$ cat src/rtl/hex_scan_pkg.sv
// Shared types and helpers for the hex digit scanner and related display blocks.
package hex_scan_pkg;
    localparam int NIBBLE_W   = 4;
    localparam int MAX_DIGITS = 16;

    // Bits needed to hold 0..n-1, never less than one.
    function automatic int cnt_w(input int n);
        return (n <= 2) ? 1 : $clog2(n);
    endfunction

    function automatic logic [MAX_DIGITS-1:0] onehot(input int index, input int n);
        logic [MAX_DIGITS-1:0] v;
        v = '0;
        for (int i = 0; i < MAX_DIGITS; i++) begin
            v[i] = (i < n) && (i == index);
        end
        return v;
    endfunction
endpackage

$ cat src/rtl/scan_prescaler.sv
// Free-running 0..PRESCALE-1 counter with a terminal-count flag.
// Latency: count is registered, tc_o is combinational on it; no backpressure.
module scan_prescaler
    import hex_scan_pkg::*;
#(
    parameter int PRESCALE = 1000,
    parameter int CNT_W    = cnt_w(PRESCALE)
) (
    input  logic             clk,
    input  logic             rst,
    output logic [CNT_W-1:0] count_o,
    output logic             tc_o
);
    logic [CNT_W-1:0] cnt_q;

    assign tc_o    = (cnt_q == CNT_W'(PRESCALE - 1));
    assign count_o = cnt_q;

    always_ff @(posedge clk) begin
        if (rst) begin
            cnt_q <= '0;
        end else if (tc_o) begin
            cnt_q <= '0;
        end else begin
            cnt_q <= cnt_q + 1'b1;
        end
    end
endmodule

$ cat src/rtl/hex_digit_scanner.sv
// Time-multiplexes NUM_DIGITS nibbles onto one digit bus; host writes land in a shadow bank.
// Latency: outputs registered, updated on the same edge as the index; load is never backpressured.
module hex_digit_scanner
    import hex_scan_pkg::*;
#(
    parameter int NUM_DIGITS  = 4,
    parameter int PRESCALE    = 1000,
    parameter int DEAD_CYCLES = 2
) (
    input  logic                         clk,
    input  logic                         rst,
    input  logic                         load,
    input  logic [NUM_DIGITS*NIBBLE_W-1:0] data_in,
    input  logic [NUM_DIGITS-1:0]        blank_in,
    output logic [NIBBLE_W-1:0]          digit_out,
    output logic [NUM_DIGITS-1:0]        digit_sel,
    output logic                         blank_out,
    output logic                         frame_done,
    output logic                         pending
);
    localparam int CNT_W = cnt_w(PRESCALE);
    localparam int IDX_W = cnt_w(NUM_DIGITS);
    localparam int BUS_W = NUM_DIGITS * NIBBLE_W;
    localparam logic [IDX_W-1:0] LAST_IDX = IDX_W'(NUM_DIGITS - 1);
    localparam logic [CNT_W-1:0] DEAD_V   = CNT_W'(DEAD_CYCLES);

    logic [CNT_W-1:0]      presc, presc_d;
    logic                  tc, wrap;
    logic [IDX_W-1:0]      idx_q, idx_d;
    logic [BUS_W-1:0]      disp_nib_q, disp_nib_d, shadow_nib_q, shadow_nib_d;
    logic [NUM_DIGITS-1:0] disp_blank_q, disp_blank_d, shadow_blank_q, shadow_blank_d;
    logic                  pending_q, pending_d;
    logic [NIBBLE_W-1:0]   digit_out_q, digit_out_d;
    logic [NUM_DIGITS-1:0] digit_sel_q, digit_sel_d;
    logic                  blank_out_q, blank_out_d, blank_sel;
    logic                  frame_done_q;

    scan_prescaler #(.PRESCALE(PRESCALE), .CNT_W(CNT_W)) u_presc (
        .clk     (clk),
        .rst     (rst),
        .count_o (presc),
        .tc_o    (tc)
    );

    always_comb begin
        wrap           = tc && (idx_q == LAST_IDX);
        presc_d        = tc ? '0 : presc + 1'b1;
        idx_d          = idx_q;
        if (tc) begin
            idx_d = (idx_q == LAST_IDX) ? '0 : idx_q + 1'b1;
        end
        disp_nib_d     = disp_nib_q;
        disp_blank_d   = disp_blank_q;
        shadow_nib_d   = shadow_nib_q;
        shadow_blank_d = shadow_blank_q;
        pending_d      = pending_q;
        // A load on the wrap edge goes straight to the display and supersedes the shadow.
        if (wrap) begin
            if (load) begin
                disp_nib_d   = data_in;
                disp_blank_d = blank_in;
            end else if (pending_q) begin
                disp_nib_d   = shadow_nib_q;
                disp_blank_d = shadow_blank_q;
            end
            pending_d = 1'b0;
        end else if (load) begin
            shadow_nib_d   = data_in;
            shadow_blank_d = blank_in;
            pending_d      = 1'b1;
        end
        digit_out_d = '0;
        blank_sel   = 1'b1;
        for (int k = 0; k < NUM_DIGITS; k++) begin
            if (idx_d == IDX_W'(k)) begin
                digit_out_d = disp_nib_d[k*NIBBLE_W +: NIBBLE_W];
                blank_sel   = disp_blank_d[k];
            end
        end
        digit_sel_d = NUM_DIGITS'(onehot(int'(idx_d), NUM_DIGITS));
        blank_out_d = blank_sel || (presc_d < DEAD_V);
    end

    always_ff @(posedge clk) begin
        if (rst) begin
            idx_q          <= '0;
            disp_nib_q     <= '0;
            disp_blank_q   <= '1;
            shadow_nib_q   <= '0;
            shadow_blank_q <= '0;
            pending_q      <= 1'b0;
            digit_out_q    <= '0;
            digit_sel_q    <= NUM_DIGITS'(1);
            blank_out_q    <= 1'b1;
            frame_done_q   <= 1'b0;
        end else begin
            idx_q          <= idx_d;
            disp_nib_q     <= disp_nib_d;
            disp_blank_q   <= disp_blank_d;
            shadow_nib_q   <= shadow_nib_d;
            shadow_blank_q <= shadow_blank_d;
            pending_q      <= pending_d;
            digit_out_q    <= digit_out_d;
            digit_sel_q    <= digit_sel_d;
            blank_out_q    <= blank_out_d;
            frame_done_q   <= wrap;
        end
    end

    assign digit_out  = digit_out_q;
    assign digit_sel  = digit_sel_q;
    assign blank_out  = blank_out_q;
    assign frame_done = frame_done_q;
    assign pending    = pending_q;
endmodule

$ cat config.mk
export PLATFORM = sky130hd
export DESIGN_NAME = hex_digit_scanner
export DESIGN_NICKNAME = d
export VERILOG_FILES = /design/src/rtl/hex_scan_pkg.sv /design/src/rtl/scan_prescaler.sv /design/src/rtl/hex_digit_scanner.sv
export SDC_FILE = /design/constraint.sdc
export NUM_CORES = 1
export LEC_CHECK = 0
export CORE_ASPECT_RATIO = 1.5
export CORE_MARGIN = 2
export CORE_UTILIZATION = 55
export DETAILED_ROUTE_END_ITERATION = 6
export GPL_TIMING_DRIVEN = 0
export PLACE_DENSITY_LB_ADDON = 0.1
export REMOVE_ABC_BUFFERS = 1
export SKIP_CTS_REPAIR_TIMING = 1
export SLEW_MARGIN = 20
export SYNTH_ARGS = -nofsm -noshare
export SYNTH_HDL_FRONTEND = slang
export SYNTH_SLANG_ARGS = --single-unit
export TNS_END_PERCENT = 100
$ cat constraint.sdc
create_clock -name clk -period 6.05 [get_ports clk]
set_input_delay 1.815 -clock clk [delete_from_list [all_inputs] [get_ports clk]]
set_output_delay 1.815 -clock clk [all_outputs]
set_load 0.05 [all_outputs]
# Yosys cells after proc, flatten, opt, wreduce, memory -nomap -nowiden
# Cells that the tools add are included.
dict set report op_classes {
  n_addsub 2
  mul 0
  div_mod_pow 0
  n_lt_le_gt_ge 1
  n_eq_ne 8
  shifts 0
  n_mux 17
  bitwise 1
  reduce_logical 6
}
# cell count
set ops {}
lappend ops {{$mux 16} 3}
lappend ops {{$mux 4} 7}
lappend ops {{$add 10x1->10 const B} 1}
lappend ops {{$eq 10x10->1 const B} 1}
lappend ops {{$lt 10x2->1 const B} 1}
lappend ops {{$mux 10} 1}
lappend ops {{$eq 2x2->1 const B} 3}
lappend ops {{$eq 2x2->1 const A} 2}
lappend ops {{$logic_not 2->1} 2}
lappend ops {{$mux 1} 4}
lappend ops {{$mux 2} 2}
lappend ops {{$add 2x1->2 const B} 1}
lappend ops {{$eq 1x2->1 const A} 1}
lappend ops {{$eq 2x1->1 const B} 1}
lappend ops {{$reduce_and 2->1} 1}
lappend ops {{$reduce_or 2->1} 1}
lappend ops {{$logic_and 1x1->1} 1}
lappend ops {{$logic_or 1x1->1} 1}
lappend ops {{$not 1->1} 1}
dict set report totals {
  ff_bits 63
  latchBits 0
  ramBits 0
  mem_bits_ro 0
  inputBits 23
  out_inout_bits 11
  word_cells 46
  mem_count 0
}

# Logic depth before layout (Yosys ltp)
# Gate-level depths: netlist (run 1).
dict set report depth {
  word_depth 9
  mapped_depth 10
  depth_no_buf 7
}

# Cells and area by module
# Synthesis (run 1) repeated with hierarchy kept, for this count alone.
dict set report hier_totals {
  cells_unflattened 344
  area_unflattened_um2 2876.5
}
# mod n_inst cells_each area_each_um2 seq_area_each_um2
set modules_own_cells {}
lappend modules_own_cells {hex_digit_scanner 1 288 2386.0 1061.0}
lappend modules_own_cells {scan_prescaler 1 56 490.5 200.2}

# Worst setup path after synthesis (run 1)
# Ideal clock, no wire load.
dict set report synth_timing {
  path_kind {in2reg}
  start {in load}
  end {reg digit_out_q[3] (netlist: digit_out[3])}
  setup_time_ns 0.135
  t_arrival_ns 2.672
  required_ns 5.915
  setup_slack_ns 3.243
  cell_stages 7
  n_path_buf 1
  path_cell_list {and2_1 -> nand4_2 -> buf_2 -> o22ai_1 -> nor3_1 -> a31oi_1 -> a21oi_1}
}
dict set report synth_via {
  elab_chain_len 6
}
# element line
set synth_lines {}
lappend synth_lines {{start: declaration} hex_digit_scanner.sv:12} ;# input logic load,
lappend synth_lines {{$mux 16 (*)} hex_digit_scanner.sv:59} ;# if (load) begin
lappend synth_lines {{$mux 16 (*)} hex_digit_scanner.sv:58} ;# if (wrap) begin
lappend synth_lines {{$mux 4 (3 in a row)} hex_digit_scanner.sv:75} ;# if (idx_d == IDX_W'(k)) begin
lappend synth_lines {{$mux 4 (*)} hex_digit_scanner.sv:75}
lappend synth_lines {{end signal: assignment} hex_digit_scanner.sv:103} ;# digit_out_q <= digit_out_d;
lappend synth_lines {{end: declaration} hex_digit_scanner.sv:33} ;# logic [NIBBLE_W-1:0] digit_out_q, digit_out_d;
# Mark *: on every way between the ends. The rest lies on a longest branch, timed or not.
# A chain may end at the register's enable or synchronous reset.

# Worst setup path after layout (run 1)
dict set report layout_timing {
  start {reg pending_q (netlist: pending)}
  end {out pending}
}
# element line
set layout_lines {}
lappend layout_lines {{start: declaration} hex_digit_scanner.sv:32} ;# logic pending_q, pending_d;
lappend layout_lines {{start signal: assignment} hex_digit_scanner.sv:102} ;# pending_q <= pending_d;
lappend layout_lines {{end: declaration} hex_digit_scanner.sv:19} ;# output logic pending
# No word-level cell between the ends.

==> summary.md, run 1 <==
| Metric | Value |
|---|---|
| Status | completed |
| Final Cell Area | 3501 µm² |
| Worst setup margin | 2.222 ns |
| Area grow syn2layout | 16.39% |
| Mapped Cells | 348 |
| Top cell type by total area after synthesis | dfxtp_1 |
| CTS clk-pin slew, worst paths | 0.07 ns |
| Die W | 64.38 µm |
| Fin crit share | 0.6328 |
| Max-slew headroom | 0.3886 |
| Number of vias per cell | 5.898 |
| Clock skew | 0.004418 ns |
| Drt initial violations | 105 |
| Switching portion of total power | 0.2333 |
| M2 GR Usage | 0.4288 |
| Final setup TNS | 0 ns |
| Leakage | 1.319 nW |
| Place WS | 2.140 ns |
| Top-area cell type share of the netlist area | 0.4193 |
| Slowest CP cell | clkdlybuf4s50_1 |
| Syn_area_per_cell | 8.643 µm² |
| Placer Congestion | 0.7580 |
| GRT Util Overall | 0.2483 |
| Critical Path Start Type | register |
| Fin. Hold Viols | 0 |
| Worst-path maximum fanout | 31 |
| Initial core utilization | 0.5604 |
| F_max | 261.2 MHz |
| Final wirelength | 7.024 mm |
| Worst VDD drop | 0.1647 mV |
| Setup Viol. Count Final | 0 |
| Post-DP HPWL | 4.615 mm |
| Placement Cell Area | 3287 µm² |
| # rows | 33 |
| H-tree levels | 3 |
| Hold Path Class | register to register |
| Layout Utilization | 0.6522 |
| WS Path Type | register to output pin |
| Final antenna-violating net count | 0 |
| CP delay by family, top | buffers and inverters |
| CTS buffer count | 9 |
| Max_cap viols | 0 |
| Global-route wire length before repair | 11.65 mm |
| WL per Instance | 15.89 µm |
| Synthesis Warnings | 0 |
| Root Driver | clkbuf_8 |
| Layout cell share with drive strength beyond 1 | 0.09409 |
| Die ar. | 6088 µm² |
| Placed Cells | 426 |
| DRC violations left | 0 |
| Mapped Area | 3008 µm² |
| Maximum number of pins on one net before global-route repair | 35 |
| Number of diodes | 0 |
| Port Buffers | 33 |
| CP Cell Sequence | clkdlybuf4s50_1 |
| Pre-antenna DRT Iters | 4 |
| CTS tree | built |
| Worst-skew pair later-pin latency | 0.35 ns |
| Sequential share of power | 0.485 |
| Worst EP arrival | 2.01 ns |
| Comb pwr share | 0.076 |
| GRT Residual Overflow | 0 |
| Most frequent cells in the layout | 62 x dfxtp_1, 53 x nor2_1, 31 x clkdlybuf4s50_1 |
| Power per standard cell area | 255.8 nW/µm² |
| Cell Count, Final, Fillers Out | 442 |
| Sequential fraction of the synthesis area | 0.4193 |
| Core Box Area | 5368 µm² |
| Initial antenna violation count | 0 |
| RSZ-0062 raised after global routing | false |
| Met3 Track Usage GR | 0.04410 |
| Slowest stage delay, CP | 0.92 ns |
| Die height | 94.57 µm |
| Fin crit period | 3.828 ns |
| Worst Max-Slew Pin Slew | 0.9149 ns |
| Setup crit end kind | output pin |
| Fin. max-slew vios | 0 |
| Clock share of power | 0.439 |
| Yosys reg bits | 63 |
| Final net count | 392 |
| Critical path required time | 4.24 ns |
| Commonest non-fill, non-tap cell in the layout | dfxtp_1 |
| Synth cell types | 53 |
| Busiest layer in global routing | met2 |
| Internal power | 686.7 µW |
| Vias in the first global route | 2408 |
| GR met1 Demand/Resource | 0.3039 |
| Top post-synthesis cells by area | dfxtp_1 42%, nor2_1 6.6%, a21oi_1 3.7%, nand2_1 3.5%, nand3_1 3.5% |
| Vias | 2607 |
| Buffers plus inverters on the worst setup path | 1 |
| Switching power | 208.9 µW |
| Ports | 34 |
| CTS Sinks | 63 |
| Clock Path Buffers | 2 |
-- synth_stat cells (all sizes together) --
cell type	instances
o31ai	1
mux2	2
a21oi	22
nand3	22
nor2b	1
and2	11
o22a	6
o21ai	9
a211oi	3
clkinv	1
o2bb2ai	1
o31a	1
ha	2
buf	11
xor2	4
a311oi	1
o221ai	1
nor3b	4
o211ai	3
or2	2
nor2	53
nand2	29
clkbuf	15
dfxtp	63
a31oi	2
mux2i	9
o22ai	16
and4	1
nand4	4
nor3	13
xnor2	6
and4b	7
inv	3
and4bb	1
and3	5
a41oi	8
a2bb2oi	5
-- worst paths after layout --
path                                    startpoint               end  slack (ns)  cells after the start
worst max-delay path                       pending           pending        2.22                      1
worst min register to register     shadow_nib_q[2]   shadow_nib_q[2]        0.45                      2
worst max register to register  u_presc.count_o[0]  shadow_nib_q[10]        3.25                      6
worst min-delay path               shadow_nib_q[2]   shadow_nib_q[2]        0.45                      2
-- per-stage QoR --
stage | total power, mW | hold slack (ns)
after floorplan | 0.4752 | 0.4260
after global placement | 0.5094 | 0.4386
after detailed placement | 0.5115 | 0.4423
after CTS | 0.9033 | 0.4514
after global routing | 0.9265 | 0.4631
final | 0.8956 | 0.4528
-- sequential cells by signal, indices dropped and copies added, names as in the netlist --
name,cells
blank_out,1
digit_out,4
digit_sel,4
disp_blank_q,4
disp_nib_q,16
frame_done,1
idx_q,2
pending,1
shadow_blank_q,4
shadow_nib_q,16
u_presc.count_o,10
-- logic make-up (layout without fill, tap and decap cells) --
family,after synthesis,after routing,synth area share
buffers and inverters,30,54,0.05449
adder cells (fa/ha/maj),2,2,0.008318
flip-flops,63,63,0.4193
XOR/XNOR,10,10,0.02912
AND/OR/NAND/NOR,153,153,0.2725
AO/OA/AOI/OAI,79,79,0.1735
multiplexers,11,11,0.04284
-- power groups by stage --
stage | combinational [mW] | sequential [mW] | clock [mW]
floorplan | 0.0333 | 0.442 | 0
global placement | 0.0666 | 0.443 | 0
detailed placement | 0.0682 | 0.443 | 0
CTS | 0.0684 | 0.434 | 0.401
global route | 0.0748 | 0.435 | 0.416
finish | 0.0681 | 0.434 | 0.393
-- per-layer routing --
layer  vias to the layer above  part of all wire
li1                       1287                 -
met2                        56              0.51
met4                         0             0.019
met5                         -                 0
met1                      1251              0.44
met3                        13             0.032
-- cell type report --
| cell class | count | area [µm²] |
|---|---|---|
| fill | 487 | 1867 |
| multi-input combinational | 255 | 1583 |
| sequential | 63 | 1262 |
| timing repair buffer | 34 | 340.3 |
| clock buffer | 10 | 127.6 |
| tap | 70 | 87.58 |
| clock inverter | 6 | 85.08 |
| inverter | 4 | 15.01 |
Note: power is estimated with default switching activity, not from simulation.
==> run 2: changes to the inputs <==
CORE_UTILIZATION = 50   (was 55)
clock period = 3.1 ns   (was 6.05 ns; I/O delays follow)
==> summary.md, run 2 (same netlist as run 1, synthesis figures left out) <==
| Metric | Value |
|---|---|
| Setup crit end kind | output pin |
| Clock share of power | 0.393 (-0.046) |
| Worst-skew pair later-pin latency | 0.35 ns (about the same) |
| CTS Sinks | 63 (unchanged) |
| Setup Viol. Count Final | 0 (unchanged) |
| Max-slew headroom | 0.4105 (+0.02190) |
| Hold Path Class | register to register |
| CP Cell Sequence | clkdlybuf4s50_1 |
| Slowest CP cell | clkdlybuf4s50_1 |
| Post-DP HPWL | 4.480 mm (-2.9%) |
| Die ar. | 6665 µm² (+9.5%) |
| CTS buffer count | 9 (unchanged) |
| RSZ-0062 raised after global routing | false |
| Sequential share of power | 0.525 (+0.040) |
| Worst VDD drop | 0.2561 mV (+56%) |
| Ports | 34 (unchanged) |
| Leakage | 1.302 nW (-1.3%) |
| Worst R2R Start | u_presc.count_o[0] |
| Total power | 1.612 mW (+80%) |
| Initial antenna violation count | 0 (unchanged) |
| Buffers plus inverters on the worst setup path | 1 (unchanged) |
| Slowest stage delay, CP | 0.92 ns (about the same) |
| Final setup TNS | 0 ns (unchanged) |
| Worst EP arrival | 1.97 ns (-0.04 ns) |
| Fin crit period | 2.901 ns |
| Commonest non-fill, non-tap cell in the layout | dfxtp_1 |
| Final net count | 392 (unchanged) |
| Initial core utilization | 0.5161 (-0.04427) |
| H-tree levels | 3 (unchanged) |
| Switching portion of total power | 0.2551 (+0.02179) |
| F_max | 344.7 MHz |
| Die height | 98.99 µm (+4.7%) |
| Placer Congestion | 0.7364 (-2.8%) |
| Critical Path Start Type | register |
| CTS tree | built |
| Drt initial violations | 194 (+85%) |
| Worst Max-Slew Pin Slew | 0.8821 ns (-0.03277 ns) |
| Comb pwr share | 0.082 (+0.006) |
| Maximum number of pins on one net before global-route repair | 39 (+11%) |
| CP delay by family, top | buffers and inverters |
| WS Path Type | register to output pin |
| GRT Residual Overflow | 0 (unchanged) |
| R2r worst-path depth | 6 (unchanged) |
| Layout cell share with drive strength beyond 1 | 0.09409 (unchanged) |
| Area grow syn2layout | 15.22% |
| Clock Path Buffers | 2 (unchanged) |
| DRC violations left | 0 (unchanged) |
| GRT Util Overall | 0.2344 (-0.01389) |
| Final antenna-violating net count | 0 (unchanged) |
| Fin crit share | 0.9360 |
| Clock skew | 0.009698 ns (+0.005280 ns) |
| Most frequent cells in the layout | 62 x dfxtp_1, 53 x nor2_1, 31 x clkdlybuf4s50_1 |
| Root Driver | clkbuf_8 |
| Worst Min Path Start | shadow_nib_q[6] |
| Fin. max-slew vios | 0 (unchanged) |
| Global-route wire length before repair | 11.76 mm (+0.94%) |
| Die W | 67.33 µm (+4.6%) |
| Vias in the first global route | 2486 (+3.2%) |
| Critical path required time | 2.17 ns (-2.07 ns) |
| Number of diodes | 0 (unchanged) |
| Pre-antenna DRT Iters | 4 (unchanged) |
| Status | completed |
| Core Box Area | 5828 µm² (+8.6%) |
| Internal power | 1.201 mW (+75%) |
| Fillcell total | 544 (+12%) |
| # rows | 34 (+3.0%) |
| R2R setup slack | 0.36 ns (-2.89 ns) |
| Port Buffers | 33 (unchanged) |
| CTS clk-pin slew, worst paths | 0.07 ns (about the same) |
| Hold Crit Depth | 2 (unchanged) |
| FF-to-FF End | shadow_nib_q[11] |
| Power per standard cell area | 465.0 nW/µm² (+82%) |
| End of the worst hold path | shadow_nib_q[6] |
| WL per Instance | 15.65 µm (-1.5%) |
| Final wirelength | 6.949 mm (-1.1%) |
| Vias | 2554 (-2.0%) |
| Max_cap viols | 0 (unchanged) |
| Switching power | 411.1 µW (+97%) |
| Fin. Hold Viols | 0 (unchanged) |
| Number of vias per cell | 5.752 (-2.5%) |
| Worst-path maximum fanout | 31 (unchanged) |
==> run 2: cell count changes in the layout (fill, tap and decap cells not counted), sizes merged <==
cell / delta
bufinv: -2
clkinv: +1
clkbuf: +1
==> run 2: routing by layer <==
layer,routed length (µm),part of all wire,track usage,vias up
met5,0,0,0,-
met4,127,0.018,0.08791,0
met3,314,0.045,0.05708,11
met2,3490,0.50,0.3854,56
met1,3017,0.43,0.2911,1200
li1,-,-,-,1287
==> run 2: worst max-delay path by stage <==
stage | start | end | slack [ns] | cells after the start
6_report | pending | pending | 0.20 | 1
5_1_grt | pending | pending | 0.11 | 1
4_1_cts | pending | pending | -0.19 | 1
3_5_place_dp | load | digit_out[1] | 0.14 | 7
3_3_place_gp | load | digit_out[1] | -0.89 | 7
2_1_floorplan | pending | digit_out[0] | 0.98 | 5
==> run 2: layout make-up <==
| class | instances | area [µm²] | area share |
|---|---|---|---|
| Clock inverter | 5 | 33.78 | 0.009747 |
| Multi-Input combinational cell | 255 | 1583 | 0.4567 |
| Tap cell | 72 | 90.09 | 0.02599 |
| Sequential cell | 63 | 1262 | 0.3643 |
| Timing Repair Buffer | 34 | 340.3 | 0.09819 |
| Inverter | 4 | 15.01 | 0.004332 |
| Clock buffer | 11 | 141.4 | 0.04079 |
==> run 2: worst register-to-register path: cells and delay by family, from the launching register on <==
family        cells  cell delay [ns]
simple gates      4             1.66
flops             1             0.37
fa+ha+maj         1             0.34
mux               1             0.27
==> run 2: metrics by stage <==
stage	cell area [µm²]	hold WS (ns)	util	instances	setup slack, ns
4_1_cts	3465	0.4522	0.5945	444	-0.1892
2_1_floorplan	2859	0.4260	-	322	0.9782
3_3_place_gp	3279	0.4365	0.5627	427	-0.8877
6_report	3466	0.4504	0.5947	444	0.1985
3_5_place_dp	3289	0.4429	0.5644	428	0.1400
5_1_grt	3466	0.4752	0.5947	444	0.1088
==> run 2: power groups by stage <==
stage               clock [mW]  combinational [mW]  sequential (mW)
finish                   0.633               0.132            0.846
detailed placement           0               0.133            0.864
floorplan                    0              0.0649            0.862
global route             0.678               0.148            0.850
CTS                      0.651               0.134            0.846
global placement             0               0.129            0.864
==> run 3: changes to the inputs <==
CAP_MARGIN = 20   (was unset)
SYNTH_HIERARCHICAL = 1   (was unset)
==> summary.md, run 3 <==
| Metric | Value |
|---|---|
| Layout cell share with drive strength beyond 1 | 0.07775 (-0.01634) |
| Top post-synthesis cells by area | dfxtp_1 44%, nand2_1 7.2%, a21oi_1 6.1%, a221oi_1 4.0%, nor2_1 3.8% |
| H-tree levels | 3 (unchanged) |
| WL per Instance | 15.29 µm (-2.3%) |
| Die height | 96.90 µm (-2.1%) |
| Vias in the first global route | 2438 (-1.9%) |
| DRC violations left | 0 (unchanged) |
| WS Path Type | register to output pin |
| Worst VDD drop | 0.3294 mV (+29%) |
| Critical Path Start Type | register |
| Setup crit end kind | output pin |
| Initial antenna violation count | 0 (unchanged) |
| Root Driver | clkbuf_8 |
| Most frequent cells in the layout | 62 x dfxtp_1, 54 x nand2_1, 35 x a21oi_1 |
| Placer Congestion | 0.7601 (+3.2%) |
| Number of synthesized flops with an enable pin | 0 (unchanged) |
| Max-slew headroom | 0.4095 (-0.0009670) |
| Main synth FF type | dfxtp_1 |
| Fillcell total | 504 (-7.4%) |
| Mapped Area | 2877 µm² (-4.4%) |
| Sequential fraction of the synthesis area | 0.4385 (+0.01915) |
| Placed Cells | 428 (unchanged) |
| Max_cap viols | 0 (unchanged) |
| Top cell type by total area after synthesis | dfxtp_1 |
| Post-DP HPWL | 4.458 mm (-0.51%) |
| Final net count | 395 (+0.77%) |
| Yosys reg bits | 63 (unchanged) |
| Total power | 1.586 mW (-1.6%) |
| Global-route wire length before repair | 11.36 mm (-3.5%) |
| Commonest non-fill, non-tap cell in the layout | dfxtp_1 |
| Fin. Hold Viols | 0 (unchanged) |
| Cell Count, Final, Fillers Out | 443 (-0.23%) |
| Final setup TNS | 0 ns (unchanged) |
| Final wirelength | 6.775 mm (-2.5%) |
| Fin crit period | 2.876 ns (-0.02523 ns) |
| Status | completed |
| Port Buffers | 33 (unchanged) |
| CP Cell Sequence | clkdlybuf4s50_1 |
| Final antenna-violating net count | 0 (unchanged) |
| Drt initial violations | 172 (-11%) |
| Die ar. | 6388 µm² (-4.2%) |
| Buffers plus inverters on the worst setup path | 1 (unchanged) |
| Die W | 65.93 µm (-2.1%) |
| GRT Util Overall | 0.2284 (-0.006042) |
| Synthesis Warnings | 6 (+6) |
| Fin. max-slew vios | 0 (unchanged) |
| Power per standard cell area | 467.9 nW/µm² (+0.62%) |
| GRT Residual Overflow | 0 (unchanged) |
| CTS buffer count | 9 (unchanged) |
| Worst Max-Slew Pin Slew | 0.8843 ns (+0.002141 ns) |
| Area grow syn2layout | 17.83% |
| Fraction of registers with async set/reset | 0 (unchanged) |
| Worst-path maximum fanout | 34 (+9.7%) |
| Number of vias per cell | 5.734 (-0.32%) |
| Critical path required time | 2.17 ns (about the same) |
| Syn_area_per_cell | 8.362 µm² (-3.3%) |
| Worst-skew pair later-pin latency | 0.34 ns (about the same) |
| Post-synth top cells | 63 x dfxtp_1, 55 x nand2_1, 35 x a21oi_1, 29 x nor2_1, 14 x nand3_1 |
| RSZ-0062 raised after global routing | false |
| F_max | 347.7 MHz (+0.88%) |
| Clock skew | 0.005986 ns (-0.003713 ns) |
| Slowest stage delay, CP | 0.91 ns (about the same) |
| Initial core utilization | 0.5238 (+0.007708) |
| Maximum number of pins on one net before global-route repair | 35 (-10%) |
| CTS clk-pin slew, worst paths | 0.06 ns (about the same) |
| Pre-antenna DRT Iters | 4 (unchanged) |
| Clock Path Buffers | 2 (unchanged) |
| Number of diodes | 0 (unchanged) |
| Ports | 34 (unchanged) |
| Worst EP arrival | 1.95 ns (-0.02 ns) |
| Leakage | 1.229 nW (-5.6%) |
| Synth cell types | 56 (+5.7%) |
| # rows | 33 (-2.9%) |
| Top-area cell type share of the netlist area | 0.4385 (+0.01915) |
| Mapped Cells | 344 (-1.1%) |
| R2R setup slack | 0.30 ns (-0.06 ns) |
| Most frequent cell after synthesis | dfxtp_1 |
| Core Box Area | 5492 µm² (-5.8%) |
| Fin crit share | 0.9278 (-0.008139) |
| WHS | 0.4520 ns (+0.001595 ns) |
| CP delay by family, top | buffers and inverters |
| Setup Viol. Count Final | 0 (unchanged) |
| CTS tree | built |
| CTS Sinks | 63 (unchanged) |
| Slowest CP cell | clkdlybuf4s50_1 |
| Hold Path Class | register to register |
| Vias | 2540 (-0.55%) |
==> run 3: cell count changes in the layout (fill, tap and decap cells not counted), sizes merged, moves of 6 or more <==
cell / before / now
a21oi: 22 / 35
a221oi: 0 / 14
a41oi: 8 / 0
and2: 11 / 4
and4b: 7 / 1
inv: 3 / 9
mux2i: 9 / 1
nand2: 29 / 56
nand2b: 0 / 10
nand3: 22 / 14
nor2: 53 / 31
nor3: 13 / 5
o22a: 6 / 0
o22ai: 16 / 5
==> run 3: per-layer routing <==
layer,wire length (µm),global-route usage,part of all wire
met1,2854,0.2721,0.42
met2,3580,0.3862,0.53
met3,238,0.03953,0.035
met4,101,0.1115,0.015
met5,0,0,0
==> run 3: cell type report <==
cell class,count,area [µm²],area share
clock buffer,14,152.6,0.04503
tap,70,87.58,0.02584
inverter,9,33.78,0.009967
timing repair buffer,35,362.8,0.1071
sequential,63,1262,0.3725
multi-input combinational,251,1485,0.4382
clock inverter,1,5.005,0.001477
==> run 3: power breakdown <==
part / switching [mW] / internal [mW]
Combinational: 0.0698 / 0.0621
Clock: 0.290 / 0.307
Sequential: 0.0254 / 0.831
Total: 0.385 / 1.20
==> run 3: through the flow <==
stage / worst slack (ns) / instance area, µm² / util
2_1_floorplan: 0.03934 / 2759 / -
4_1_cts: -0.2524 / 3372 / 0.6140
3_5_place_dp: -0.2827 / 3214 / 0.5853
3_3_place_gp: -0.8896 / 3177 / 0.5785
5_1_grt: 0.02435 / 3390 / 0.6172
6_report: 0.2238 / 3390 / 0.6172
==> run 3: worst paths after layout <==
path                                         start               to  depth (start not counted)
worst max-delay path                       pending          pending                          1
worst min-delay path               shadow_nib_q[7]  shadow_nib_q[7]                          2
worst max register to register  u_presc/count_o[0]     digit_out[1]                          8
worst min register to register     shadow_nib_q[7]  shadow_nib_q[7]                          2
==> run 3: logic make-up (layout without fill, tap and decap cells) <==
| logic type | Yosys count | after routing | share of synthesized area |
|---|---|---|---|
| AO/OA/AOI/OAI | 99 | 99 | 0.2327 |
| XOR/XNOR | 3 | 3 | 0.009136 |
| adder cells (fa/ha/maj) | 3 | 3 | 0.01305 |
| buffers and inverters | 30 | 59 | 0.05263 |
| flip-flops | 63 | 63 | 0.4385 |
| multiplexers | 1 | 1 | 0.003480 |
| AND/OR/NAND/NOR | 145 | 145 | 0.2506 |
